$ cat src/rtl/quad_collect_pkg.sv
// Shared types for the quad collector: FSM state, slot index and slot count.
package quad_collect_pkg;

  typedef enum logic {COLLECT, FULL} qc_state_t;
  typedef logic [1:0] qc_slot_t;
  localparam int QC_SLOTS = 4;

endpackage

$ cat src/rtl/quad_collect.sv
// Packs four serial samples into parallel operands A..D for the Add4 stage.
// Define QUAD_COLLECT_SUM_EN to add the registered self-check sum output S.
module quad_collect
  import quad_collect_pkg::*;
#(
  parameter int n = 4
) (
  input  logic         clk,
  input  logic         rst_n,
  input  logic         clear,
  input  logic [n-1:0] in_data,
  input  logic         in_valid,
  output logic         in_ready,
  output logic [n-1:0] A,
  output logic [n-1:0] B,
  output logic [n-1:0] C,
  output logic [n-1:0] D,
  output logic         out_valid,
  input  logic         out_ready,
`ifdef QUAD_COLLECT_SUM_EN
  output logic [n+1:0] S,
`endif
  output logic [2:0]   fill
);

  qc_state_t    state_q, state_d;
  qc_slot_t     idx_q, idx_d;
  logic [2:0]   fill_q, fill_d;
  logic         out_valid_q, out_valid_d;
  logic         in_ready_q, in_ready_d;
  logic         accept;
  logic [n-1:0] slot_q [QC_SLOTS];

  always_comb begin
    state_d     = state_q;
    idx_d       = idx_q;
    fill_d      = fill_q;
    out_valid_d = out_valid_q;
    in_ready_d  = in_ready_q;
    accept      = 1'b0;
    if (clear) begin
      // A flush drops any sample offered this cycle; slot contents are kept.
      state_d     = COLLECT;
      idx_d       = '0;
      fill_d      = '0;
      out_valid_d = 1'b0;
      in_ready_d  = 1'b1;
    end else begin
      case (state_q)
        COLLECT: begin
          if (in_valid && in_ready_q) begin
            accept = 1'b1;
            idx_d  = idx_q + 2'd1;
            fill_d = fill_q + 3'd1;
            if (idx_q == 2'd3) begin
              state_d     = FULL;
              out_valid_d = 1'b1;
              in_ready_d  = 1'b0;
            end
          end
        end
        FULL: begin
          if (out_valid_q && out_ready) begin
            state_d     = COLLECT;
            idx_d       = '0;
            fill_d      = '0;
            out_valid_d = 1'b0;
            in_ready_d  = 1'b1;
          end
        end
        default: state_d = COLLECT;
      endcase
    end
  end

  always_ff @(posedge clk) begin
    if (!rst_n) begin
      state_q     <= COLLECT;
      idx_q       <= '0;
      fill_q      <= '0;
      out_valid_q <= 1'b0;
      in_ready_q  <= 1'b1;
    end else begin
      state_q     <= state_d;
      idx_q       <= idx_d;
      fill_q      <= fill_d;
      out_valid_q <= out_valid_d;
      in_ready_q  <= in_ready_d;
    end
  end

  genvar gi;
  generate
    for (gi = 0; gi < QC_SLOTS; gi++) begin : g_slot
      always_ff @(posedge clk) begin
        if (!rst_n) begin
          slot_q[gi] <= '0;
        end else if (accept && (idx_q == qc_slot_t'(gi))) begin
          slot_q[gi] <= in_data;
        end
      end
    end
  endgenerate

`ifdef QUAD_COLLECT_SUM_EN
  // The fourth sample is still on in_data when the sum is captured.
  logic [n+1:0] s_q;
  logic [n+1:0] s_d;
  assign s_d = (n+2)'(slot_q[0]) + (n+2)'(slot_q[1]) + (n+2)'(slot_q[2]) + (n+2)'(in_data);

  always_ff @(posedge clk) begin
    if (!rst_n) begin
      s_q <= '0;
    end else if (accept && (idx_q == 2'd3)) begin
      s_q <= s_d;
    end
  end

  assign S = s_q;
`endif

  assign in_ready  = in_ready_q;
  assign out_valid = out_valid_q;
  assign fill      = fill_q;
  assign A         = slot_q[0];
  assign B         = slot_q[1];
  assign C         = slot_q[2];
  assign D         = slot_q[3];

endmodule

$ cat config.mk
export PLATFORM = sky130hd
export DESIGN_NAME = quad_collect
export DESIGN_NICKNAME = d
export VERILOG_FILES = /design/src/rtl/quad_collect_pkg.sv /design/src/rtl/quad_collect.sv
export SDC_FILE = /design/constraint.sdc
export NUM_CORES = 1
export LEC_CHECK = 0
export BUFFER_PORTS_ARGS = -buffer_cell sky130_fd_sc_hd__buf_2
export CORE_UTILIZATION = 50
export DETAILED_ROUTE_END_ITERATION = 6
export PLACE_DENSITY_LB_ADDON = 0.25
export SYNTH_ARGS = -nofsm -noshare
export SYNTH_HDL_FRONTEND = slang
export SYNTH_SLANG_ARGS = --single-unit
$ cat constraint.sdc
create_clock -name clk -period 1.67 [get_ports clk]
set_input_delay 0.2505 -clock clk [delete_from_list [all_inputs] [get_ports clk]]
set_output_delay 0.2505 -clock clk [all_outputs]
set_load 0.1 [all_outputs]
# ---- Yosys cells after proc, flatten, opt, wreduce, memory -nomap -nowiden
# Memory sizes are Yosys's and may differ from the RTL's.
# Cells that the tools add are included.
dict set report word_totals {
  reg_bits 8
  ramBits 16
  in_bits 9
  out_inout_bits 21
  n_memories 1
}
dict set report classes {
  n_addsub 2
  n_eq_ne 6
  n_mux 38
  n_bitwise 6
  n_reduce_logical 10
}
# name words word_bits rd rd_clocked_by_memory_dff write_ports line_no
set memory_table {}
lappend memory_table {slot_q 4 4 4 0 4 quad_collect.sv:32} ;# logic [n-1:0] slot_q [QC_SLOTS];
# op n
set ops {}
lappend ops {{1-bit two-way mux} 25}
lappend ops {{4-bit two-way mux} 4}
lappend ops {{1-bit logical AND} 6}
lappend ops {{3-bit two-way mux} 2}
lappend ops {{1-bit case mux with 2 select lines} 3}
lappend ops {{3-bit case mux with 2 select lines} 1}
lappend ops {{2-bit == test (second input constant)} 2}
lappend ops {{2-bit two-way mux} 2}
lappend ops {{2-bit != test (second input constant)} 2}
lappend ops {{1-bit bitwise OR} 4}
lappend ops {{2-bit case mux with 2 select lines} 1}
lappend ops {{3-bit by 1-bit adder with 3-bit output (second input constant)} 1}
lappend ops {{3-bit AND reduction} 1}
lappend ops {{2-bit by 1-bit adder with 2-bit output (second input constant)} 1}
lappend ops {{2-bit by 1-bit == test with 1-bit output (second input constant)} 1}
lappend ops {{2-bit logical NOT} 1}
lappend ops {{2-bit by 1-bit != test with 1-bit output (second input constant)} 1}
lappend ops {{1-bit inverter} 2}
lappend ops {{2-bit AND reduction} 1}
lappend ops {{2-bit OR reduction} 1}

# ---- Logic depth before layout (Yosys ltp)
# Gate-level depths: netlist of run 1.
dict set report logic_depth {
  word_depth 9
  ltp_mapped 4
}

# ---- Least setup slack after synthesis of run 1
# Ideal clock, no wire load.
dict set report synth_path {
  kind {register to register}
  start {register in_ready_q (netlist: in_ready)}
  end {memory slot_q[3][0], data pin}
  arrival_ns 1.827
  required_ns 1.538
  slack_ns -0.289
  path_stages_with_launch 5
  path_buffers 1
  synth_period_minus_slack_ns 1.959
  cell_sequence {dfxtp_1 -> nor3b_2 -> and3_2 -> buf_2 -> and3_1}
}
# item line_no
set synth_lines {}
lappend synth_lines {{from (decl)} quad_collect.sv:30} ;# logic in_ready_q, in_ready_d;
lappend synth_lines {{from (signal assigned)} quad_collect.sv:88} ;# in_ready_q <= in_ready_d;
lappend synth_lines {{to (decl)} quad_collect.sv:32}

# ---- Worst setup path in the final report of run 1
dict set report layout_path {
  start {register out_valid_q (netlist: out_valid)}
  end {output port out_valid}
}
# item line_no
set layout_lines {}
lappend layout_lines {{from (decl)} quad_collect.sv:29} ;# logic out_valid_q, out_valid_d;
lappend layout_lines {{from (signal assigned)} quad_collect.sv:87} ;# out_valid_q <= out_valid_d;
lappend layout_lines {{to (decl)} quad_collect.sv:18} ;# output logic out_valid,
# No word-level cell between the ends.

==> impl_metrics.tcl, run 1 <==
set metrics [dict create \
    start_util 0.542 \
    pre_cts_slack_ns 0.272 \
    post-route-min-period_ns 1.43 \
    r2r_end "slot_q[2][1]" \
    track_usage 0.174 \
    period_share 0.859 \
    yosysWarnings 0 \
    status "finished clean" \
    cts_buffers 3 \
    cp_top_family "buffers and inverters" \
    synth_commonest_cells "edfxtp_1 (16), nand2_1 (13), and3_1 (12)" \
    cts-root-buf "clkbuf_4" \
    start_kind "register" \
    r2r_cells 3 \
    vias 813 \
    ys_ff_latch 24 \
    fin_ws_ns 0.236 \
    clkSlewWorstSetupHoldPaths_ns 0.12 \
    gr-max-usage-layer "met2" \
    reg2reg_slack_ns 0.24 \
    min_from "clear" \
    hold_slack_ns 0.244 \
    fin_nets 138 \
    dieWidth_um 48.4 \
    crit_fanout 6 \
    hold_depth 3 \
    wl_per_cell_um 12.6 \
    grt_max_degree 15 \
    htree_num_levels 1 \
    setup_viol 0 \
    synthArstFlopShare 0 \
    clockBufferDepth 2 \
    postRouteWirelength_mm 1.90 \
    ys_seq_area_frac 0.596 \
    slowest_stage "buf_2" \
    synth.area.mux_share 0 \
    synthTopCellsByArea "edfxtp_1 (45%), dfxtp_1 (15%), and3_1 (7.0%)" \
    fmax_ghz 0.697 \
    drtPass1Iterations 4 \
    syn_nets 106 \
    cts_setup_buffers 0 \
    antenna_found_initial 0 \
    portBuffers 29 \
    worstReg2RegStart "state_q" \
    final.fill_count 172 \
    worstHoldPathType "in -> reg" \
    hold_end "in_ready" \
    io_pins 30 \
    clk_latency_ns 0.30 \
    placementRows 16 \
    maxCapViolations 0 \
    worstPathArrival_ns 1.18 \
    tns_ns 0 \
    skew_ns 0.000541 \
    max_stage_delay_ns 0.46 \
    peakVddDrop_mv 0.511 \
    slew_violations 0 \
    ys.flop_type "edfxtp_1" \
    crit_path_end_kind "primary output" \
    grt_overflow 0 \
    synth.cell_area_sq_mm 0.00107 \
    worst_pin_slew_ns 0.486 \
    ant_nets 0 \
    worstPathCellList "buf_2" \
    diodes 0 \
    power_density_mw_per_mm2 879 \
    cts_tree "done" \
    worst-path-stages 1 \
    crit_buf_inv 1 \
    viasPerCell 5.42 \
    synth-simple-area-share 0.254 \
    synth_cell_type_count 27 \
    grtUsageMet2 0.315 \
    dp_hpwl_mm 1.45 \
    synthXorXnorAreaFrac 0 \
    yosysTopAreaCell "edfxtp_1" \
    met3_usage 0.0283 \
    globalplace.congestion 0.753 \
    slew_headroom 0.678 \
    placeableCoreArea_sq_mm 0.00198 \
    die_y_um 48.4 \
    synth_fa_ha_area_frac 0.0582 \
    use_met1 0.205 \
    synthToLayoutAreaGrowth_pct 18.5 \
    crit_required_ns 1.42 \
    hold_violations 0 \
    dieArea_sq_mm 0.00234 \
    grt_pass1_vias 736 \
    synth_top_family_by_area "simple AND/OR/NAND/NOR gates" \
    crit_type "reg -> out" \
    yosys.cell_count.top_type "edfxtp_1" \
    drt-initial-drc-count 12 \
    rsz0062_at_grt "false" \
    p_leak_nw 0.586 \
    grt_pass1_wl_mm 3.16 \
    avgSynthCellArea_sq_um 11.7 \
    post-synth-top-area-fraction 0.447 \
    post_cts_resized 0 \
    synth-edff-count 16 \
    synth_compound_area_frac 0.0757 \
    cts_sinks 24 \
    drc 0 \
    drive_gt1_frac 0.309 \
    holdBufCountCts 0 \
    synth_cells 92 \
]
## registers in the layout, summed over array words and instances (netlist names)
name       count
idx_q          2
in_ready       1
state_q        1
out_valid      1
fill           3
slot_q        16
## per-stage QoR
stage,instance area (sq um),total power [mW],util,std cells
CTS,1270,1.12,0.643,150
global route,1270,1.16,0.643,150
global placement,1250,0.889,0.629,146
floorplan,1080,0.849,-,92
detailed placement,1250,0.892,0.629,146
finish,1270,1.12,0.643,150
## layout make-up
class                      instances  area, sq um  share of cell area
clock inverter                     1         3.75             0.00295
tap                               27         33.8              0.0265
clock buffer                       3         22.5              0.0177
inverter                           2         7.51             0.00589
sequential                        24          644               0.506
timing repair buffer              29          145               0.114
multi-input combinational         64          417               0.327
## logic make-up after synthesis
| logic type | count (synthesis) |
|---|---|
| and+or+nand+nor | 46 |
| buffers and inverters | 4 |
| AOI/OAI and AO/OA | 13 |
| DFF | 24 |
| adders and majority gates | 5 |
## metal layers
metal	routed length, um	vias to the layer above
li1	-	405
met5	0	-
met3	84	4
met4	31	0
met2	981	23
met1	798	381
## placed cells by master, fill, tap and decap left out, types with 2 or more instances in the layout
master	n
nand3_1	4
a31oi_1	3
dfxtp_2	3
nand2_1	13
a21oi_1	4
ha_1	5
dfxtp_1	5
o21ai_0	2
and3_1	12
nand3b_1	2
buf_2	29
inv_1	2
and2_1	4
edfxtp_1	16
clkbuf_4	3
a22o_1	2
## worst max path at each step
stage	startpoint	to	slack, ns
after floorplan	out_valid	fill[2]	0.05
after global placement	state_q	slot_q[3][1]	0.34
after detailed placement	state_q	slot_q[2][1]	0.27
after CTS	out_valid	out_valid	0.23
after global routing	out_valid	out_valid	0.17
final	out_valid	out_valid	0.24
## where the power goes
group	switching, mW	total [mW]	internal [mW]
Sequential	0.00762	0.660	0.652
Clock	0.154	0.241	0.0870
Combinational	0.185	0.219	0.0334
(Power assumes the default switching activity.)
==> run 2, diff against run 1 <==
- ABC_AREA: default -> 1
- CORE_UTILIZATION: 50 -> 49
==> impl_metrics.tcl, run 2 <==
set metrics [dict create \
    cts-root-buf "clkbuf_4" \
    globalplace.congestion 0.756 \
    slowest_stage "buf_2" \
    period_share 0.843 \
    fin_nets 153 \
    synth-edff-count 16 \
    post-synth-top-area-fraction 0.464 \
    grt_pass1_vias 688 \
    dp_hpwl_mm 1.45 \
    p_leak_nw 0.613 \
    placeableCoreArea_sq_mm 0.00198 \
    fmax_ghz 0.710 \
    layout_commonest_cell "buf_2" \
    regMostFlops "slot_q" \
    diodes 0 \
    power_frac_comb 0.171 \
    synthToLayoutAreaGrowth_pct 21.8 \
    grt_overflow 0 \
    cts_setup_buffers 0 \
    multi_input_comb_area_sq_um 334 \
    die_y_um 48.0 \
    setup_viol 0 \
    clock_power_share 0.317 \
    synth.cell_area_sq_mm 0.00103 \
    ys_ff_latch 24 \
    antenna_found_initial 0 \
    seq_power_share 0.512 \
    worstPathArrival_ns 1.16 \
    hold_violations 0 \
    drtPass1Iterations 4 \
    yosys.cell_count.top_type "nor2_1" \
    intPower_mw 0.927 \
    synth_cell_type_count 12 \
    worstPathCellList "buf_2" \
    crit_type "reg -> out" \
    portBuffers 29 \
    crit_fanout 4 \
    worst_pin_slew_ns 0.486 \
    post_cts_resized 0 \
    drt-initial-drc-count 11 \
    clkSlewWorstSetupHoldPaths_ns 0.13 \
    syn_nets 120 \
    yosysTopAreaCell "edfxtp_1" \
    max_stage_delay_ns 0.44 \
    final.fill_count 164 \
    switchingPower_mw 0.362 \
    maxCapViolations 0 \
    cts_sinks 24 \
    ys.flop_type "edfxtp_1" \
    seqCellArea_sq_um 642 \
    start_util 0.522 \
    postRouteWirelength_mm 1.83 \
    avgSynthCellArea_sq_um 9.76 \
    vias 780 \
    wl_per_cell_um 11.1 \
    synth_commonest_cells "nor2_1 (25), nand2_1 (21), edfxtp_1 (16)" \
    grt_max_degree 15 \
    cp_top_family "buffers and inverters" \
    layout_common_cells "buf_2 (29), nor2_1 (25), nand2_1 (21)" \
    worstHoldPathType "in -> reg" \
    yosysWarnings 0 \
    synth_cells 106 \
    start_kind "register" \
    dieWidth_um 48.0 \
    status "finished clean" \
    post-route-min-period_ns 1.41 \
    power_density_mw_per_mm2 1020 \
    holdBufCountCts 0 \
    crit_buf_inv 1 \
    cts_tree "done" \
    slew_headroom 0.678 \
    grt_pass1_wl_mm 2.75 \
    placementRows 16 \
    peakVddDrop_mv 0.822 \
    dieArea_sq_mm 0.00230 \
    clk_latency_ns 0.31 \
    htree_num_levels 1 \
    largest_reg_flops 16 \
    synthArstFlopShare 0 \
    track_usage 0.173 \
    rsz0062_at_grt "false" \
    ys_seq_area_frac 0.619 \
    io_pins 30 \
    drive_gt1_frac 0.261 \
    cts_buffers 3 \
    skew_ns 0.00728 \
    total_power_mw 1.29 \
    synthTopCellsByArea "edfxtp_1 (46%), dfxtp_1 (15%), nor2_1 (9.1%)" \
    viasPerCell 4.73 \
    tns_ns 0 \
    power.share.switching 0.281 \
    crit_required_ns 1.42 \
    crit_path_end_kind "primary output" \
    clockBufferDepth 2 \
    drc 0 \
    ant_nets 0 \
    slew_violations 0 \
]
## run 2: cell count changes after synthesis, moves of 2 or more
cell	previous run	this run
a22o_1	2	0
a31oi_1	3	0
and2_1	4	0
and3_1	12	0
buf_2	2	0
inv_1	2	14
nand2_1	13	21
nand3_1	4	8
nand3b_1	2	0
nor2_1	1	25
## run 2: worst paths after layout
check            start      endpoint  slack (ns)  depth (start not counted)
max           in_ready      in_ready        0.26                          1
min          out_ready       state_q        0.23                          4
max reg2reg    state_q  slot_q[2][2]        0.42                          5
min reg2reg  out_valid     out_valid        0.49                          2
## run 2: power groups by stage
| stage | logic, mW | registers (mW) | clock network, mW |
|---|---|---|---|
| after floorplan | 0.0414 | 0.815 | 0 |
| after global placement | 0.219 | 0.672 | 0 |
| after detailed placement | 0.220 | 0.674 | 0 |
| after CTS | 0.221 | 0.660 | 0.413 |
| after global routing | 0.231 | 0.663 | 0.435 |
| final | 0.220 | 0.659 | 0.409 |
## run 2: kinds of logic (layout without fill, tap and decap cells)
family                   after synthesis  count (layout)  share of synthesized area
AO/OA/AOI/OAI                          6               6                     0.0290
flip-flops                            24              24                      0.619
AND/OR/NAND/NOR                       56              56                      0.233
buffers and inverters                 15              47                     0.0580
adder cells (fa/ha/maj)                5               5                     0.0605
## run 2: routing by layer
layer,GRT usage,vias up,wire (um),part of all wire
li1,-,402,-,-
met1,0.205,362,816,0.45
met2,0.332,16,939,0.51
met3,0.0340,0,68,0.037
met4,0.0167,0,0,0
met5,0,-,0,0
## run 2: tightest hold or removal path: cells and delay by family
kind / cells / cell delay (ns)
buf+inv: 1 / 0.09
simple gates: 3 / 0.16
## run 2: area by class of cell
class	count	area share
Multi-Input combinational cell	67	0.265
Tap cell	27	0.0268
Timing Repair Buffer	29	0.115
Inverter	14	0.0417
Clock inverter	1	0.0238
Clock buffer	3	0.0179
Sequential cell	24	0.509
## run 2: stage by stage
stage / hold slack [ns] / worst slack (ns) / instance area (sq um) / utilization / instances
after floorplan: 0.443 / 0.0292 / 1040 / - / 106
after global placement: 0.466 / 0.481 / 1210 / 0.609 / 161
after detailed placement: 0.476 / 0.449 / 1210 / 0.609 / 161
after CTS: 0.220 / 0.252 / 1260 / 0.636 / 165
after global routing: 0.260 / 0.214 / 1260 / 0.636 / 165
final: 0.226 / 0.262 / 1260 / 0.636 / 165
